$ cat src/rtl/acc_unit.sv
// acc_unit: accumulates a start-specified number of unsigned operands into an
// N-bit sum with a sticky carry-out flag, then offers the result with a
// valid/ready handshake.
// Optional macro ACC_SATURATE_EN: a carry clamps the sum to all ones instead
// of letting it wrap.
module acc_unit #(
  parameter int unsigned N  = 8,
  parameter int unsigned CW = 4
) (
  input  logic          clk,
  input  logic          rst_n,
  input  logic          start,
  input  logic [CW-1:0] num_ops,
  input  logic          in_valid,
  output logic          in_ready,
  input  logic [N-1:0]  Din,
  output logic          out_valid,
  input  logic          out_ready,
  output logic [N-1:0]  Acc,
  output logic          Ovf
);

  localparam int unsigned SW = N + 1;

  typedef enum logic [1:0] {
    S_IDLE  = 2'd0,
    S_ACCUM = 2'd1,
    S_DONE  = 2'd2
  } state_e;

  state_e        state_q, state_d;
  logic [N-1:0]  acc_q, acc_d;
  logic          ovf_q, ovf_d;
  logic [CW-1:0] cnt_q, cnt_d;
  logic          in_ready_q, in_ready_d;
  logic          out_valid_q, out_valid_d;
  logic [SW-1:0] sum_c;
  logic          accept_c;

  assign in_ready  = in_ready_q;
  assign out_valid = out_valid_q;
  assign Acc       = acc_q;
  assign Ovf       = ovf_q;

  // Next-state, datapath and handshake flags computed from current state.
  always_comb begin
    state_d     = state_q;
    acc_d       = acc_q;
    ovf_d       = ovf_q;
    cnt_d       = cnt_q;
    accept_c    = in_valid && in_ready_q;
    sum_c       = SW'({1'b0, acc_q}) + SW'({1'b0, Din});

    unique case (state_q)
      S_IDLE: begin
        if (start) begin
          state_d = S_ACCUM;
          acc_d   = '0;
          ovf_d   = 1'b0;
          cnt_d   = (num_ops == '0) ? CW'(1) : num_ops;
        end
      end
      S_ACCUM: begin
        if (accept_c) begin
`ifdef ACC_SATURATE_EN
          acc_d = sum_c[N] ? {N{1'b1}} : sum_c[N-1:0];
`else
          acc_d = sum_c[N-1:0];
`endif
          ovf_d = ovf_q | sum_c[N];
          // Count never goes below zero; zero or one both mean last operand.
          cnt_d = (cnt_q == '0) ? '0 : cnt_q - CW'(1);
          if (cnt_q <= CW'(1)) begin
            state_d = S_DONE;
          end
        end
      end
      S_DONE: begin
        if (out_ready) begin
          state_d = S_IDLE;
        end
      end
      default: begin
        state_d = S_IDLE;
      end
    endcase

    in_ready_d  = (state_d == S_ACCUM);
    out_valid_d = (state_d == S_DONE);
  end

  // State and datapath registers with asynchronous clear.
  always_ff @(posedge clk or negedge rst_n) begin
    if (!rst_n) begin
      state_q     <= S_IDLE;
      acc_q       <= '0;
      ovf_q       <= 1'b0;
      cnt_q       <= '0;
      in_ready_q  <= 1'b0;
      out_valid_q <= 1'b0;
    end else begin
      state_q     <= state_d;
      acc_q       <= acc_d;
      ovf_q       <= ovf_d;
      cnt_q       <= cnt_d;
      in_ready_q  <= in_ready_d;
      out_valid_q <= out_valid_d;
    end
  end

endmodule

$ cat config.mk
export PLATFORM = sky130hd
export DESIGN_NAME = acc_unit
export DESIGN_NICKNAME = d
export VERILOG_FILES = /design/src/rtl/acc_unit.sv
export SDC_FILE = /design/constraint.sdc
export NUM_CORES = 1
export LEC_CHECK = 0
export CORE_UTILIZATION = 47
export CTS_CLUSTER_SIZE = 12
export DETAILED_ROUTE_END_ITERATION = 10
export PLACE_DENSITY = 0.8
export SYNTH_ARGS = -nofsm -noshare
export SYNTH_HDL_FRONTEND = slang
export SYNTH_SLANG_ARGS = --single-unit
$ cat constraint.sdc
create_clock -name clk -period 2.3 [get_ports clk]
set_input_delay 0.69 -clock clk [delete_from_list [all_inputs] [get_ports clk]]
set_output_delay 0.69 -clock clk [all_outputs]
set_load 0.05 [all_outputs]
==> impl_metrics.env <==
export IMPL_ys_top_cells_by_count="dfrtp_1 (17), a21oi_1 (13), nand2_1 (13), ha_1 (8), o21ai_1 (8)"
export IMPL_htreeDepth=1
export IMPL_max_cap_viol_count=0
export IMPL_vias_per_cell=5.38
export IMPL_place_hpwl_mm=1.74
export IMPL_num_rows=16
export IMPL_wl_per_cell_um=13.4
export IMPL_grt_pass1_vias=937
export IMPL_cp_end_kind="primary output"
export IMPL_grt_antenna_before_repair=0
export IMPL_rsz0062_at_grt="no"
export IMPL_synth_seq_cells=17
export IMPL_slowest_stage="clkdlybuf4s50_1"
export IMPL_power_frac_clock=0.080
export IMPL_die_h_um=49.4
export IMPL_synth_distinct_cells=31
export IMPL_synth_most_common_cell="dfrtp_1"
export IMPL_maxSlewViolCount=0
export IMPL_synth_net_count=134
export IMPL_fillers=168
export IMPL_start_util=0.517
export IMPL_path_class="flop to primary output"
export IMPL_core_um2=2040
export IMPL_fin_cells=170
export IMPL_die_area_um2=2440
export IMPL_seq_power_share=0.276
export IMPL_multi_input_area_um2=612
export IMPL_syn_avg_cell_area_um2=9.77
export IMPL_powerDensity_nw_per_um2=1390
export IMPL_gp_congestion=0.875
export IMPL_peakVddDrop_mv=0.887
export IMPL_dp_cells=166
export IMPL_die_w_um=49.4
export IMPL_track_usage=0.215
export IMPL_cellInternalPower_mw=1.02
export IMPL_synth_ff_type="dfrtp_1"
export IMPL_finalClockSkew_ps=1.50
export IMPL_clk_pin_slew_ps=100
export IMPL_grt_max_degree=18
export IMPL_path_delay_family="buffers and inverters"
export IMPL_netlist_area_um2=1050
export IMPL_seq_area_um2=425
export IMPL_ys_top_cells_by_area="dfrtp_1 (40%), ha_1 (9.5%), a21oi_1 (6.2%)"
export IMPL_drc=0
export IMPL_vias=914
export IMPL_slew_headroom=0.659
export IMPL_seq_area_frac_synth=0.403
export IMPL_overflow=0
export IMPL_grt_first_pass_wirelength_mm=4.04
export IMPL_drt_iter0_drc=17
export IMPL_p_switching_uw=982
export IMPL_pwr_share_comb=0.644
export IMPL_clock_latency_ps=290
export IMPL_area_growth_pct=35.9
export IMPL_io_buffers=27
export IMPL_nNetsFinal=170
export IMPL_setup_viol=0
export IMPL_async_flop_share=1.00
export IMPL_dr_pass1_iters=4
export IMPL_cp_start_kind="flop"
export IMPL_yosysTopAreaCellShare=0.403
export IMPL_critPathArrivalTime_ps=1490
export IMPL_min_period_ps=2180
export IMPL_cp_required_ps=1610
export IMPL_synthCells=108
export IMPL_hold_path_class="flop to flop"
export IMPL_num_io_pins=28
export IMPL_drtAntennaViolNets=0
export IMPL_finalHoldViolCount=0
export IMPL_layout_drive_gt1_share=0.140
export IMPL_period_share=0.949
export IMPL_clock_sinks=17
export IMPL_critPathBufInv=1
export IMPL_cts_root_buf="clkbuf_4"
export IMPL_swShare=0.491
export IMPL_p_leak_nw=0.662
export IMPL_yosys_warnings=0
export IMPL_max_freq_mhz=458
export IMPL_cts_hold_buffers=0
export IMPL_fin_hold_ws_ps=524
export IMPL_path_max_fanout=3
export IMPL_cts_tree="yes"
export IMPL_synth_edf_count=0
export IMPL_outcome="complete, no violations"
export IMPL_cp_cell_sequence="clkdlybuf4s50_1"
export IMPL_cts_buffer_depth=2
export IMPL_antenna_cells=0
export IMPL_tightest_slew_ps=511
export IMPL_synth_top_cell_by_area="dfrtp_1"
export IMPL_cts_buffers=3
export IMPL_wl_mm=2.28
export IMPL_crit_path_max_incr_delay_ps=810
## worst reg2reg max path, stage by stage (launching register included)
cell and delay (ps):
dfrtp_1 410, ha_2 200, fa_2 400, a21oi_2 180, o21ai_2 70, o311a_1 330
o21ai_1 130, a21oi_1 70
## power by group through the flow
stage | clock [mW] | combinational [mW] | sequential (mW)
floorplan | 0 | 0.671 | 0.801
global placement | 0 | 1.23 | 0.549
detailed placement | 0 | 1.27 | 0.558
CTS | 0.164 | 1.28 | 0.553
global route | 0.178 | 1.40 | 0.573
finish | 0.160 | 1.29 | 0.552
## placed cells by master (no fill, tap or decap), drive strengths merged, types with 2 or more instances in the layout
cell	instances
clkbuf	3
nor3	3
inv	4
nand2	13
nor2	8
ha	8
a21oi	13
dfrtp	17
a21o	3
xnor2	4
o21ai	13
nor2b	2
buf	6
clkdlybuf4s50	25
a211oi	2
dlymetal6s2s	2
a22o	4
## kinds of logic after synthesis
family | share of synthesized area
compound gates | 0.248
xor+xnor | 0.0415
fa+ha+maj | 0.114
flops | 0.403
simple gates | 0.165
buf+inv | 0.0285
## registers in the layout (all words and copies together) (netlist names)
name and flops:
state_q 2, out_valid 1, in_ready 1, cnt_q 4
Ovf 1, Acc 8
## metal layers
metal | track usage | wire length, um | vias up
li1 | - | - | 465
met5 | 0 | 0 | -
met3 | 0.0343 | 92 | 5
met4 | 0.0571 | 25 | 0
met2 | 0.379 | 1180 | 24
met1 | 0.272 | 986 | 420
## per-stage QoR
step / util / setup slack (ps) / TNS, ps / area [um2] / power [mW]
4_1_cts: 0.694 / 5.01 / 0 / 1420 / 1.99
5_1_grt: 0.702 / 19.2 / 0 / 1430 / 2.15
6_report: 0.702 / 117 / 0 / 1430 / 2.00
2_1_floorplan: - / 153 / 0 / 1050 / 1.47
3_3_place_gp: 0.680 / -282 / -789 / 1390 / 1.78
3_5_place_dp: 0.680 / -295 / -961 / 1390 / 1.82
## final timing paths
kind,startpoint,end,slack (ps),cells past startpoint
max,Acc[5],Acc[5],120,1
min,Acc[3],Acc[3],520,2
max reg2reg,Acc[0],Ovf,410,7
min reg2reg,Acc[3],Acc[3],520,2
max in group asynchronous,rst_n,cnt_q[3],1390,2
min in group asynchronous,rst_n,Acc[3],720,2
## final cells by class
cell class | instances | share of cell area
well taps | 27 | 0.0236
clock inverters | 1 | 0.00349
multi-input cells | 85 | 0.427
clock buffers | 3 | 0.0157
repair buffers | 33 | 0.223
inverters | 4 | 0.0105
flip-flops and latches | 17 | 0.297
## timing repair
item | in CTS | in global routing
resized for setup | 0 | 6
setup endpoints to repair | 0 | 4
setup buffers | 0 | 0
(Power assumes the default switching activity.)
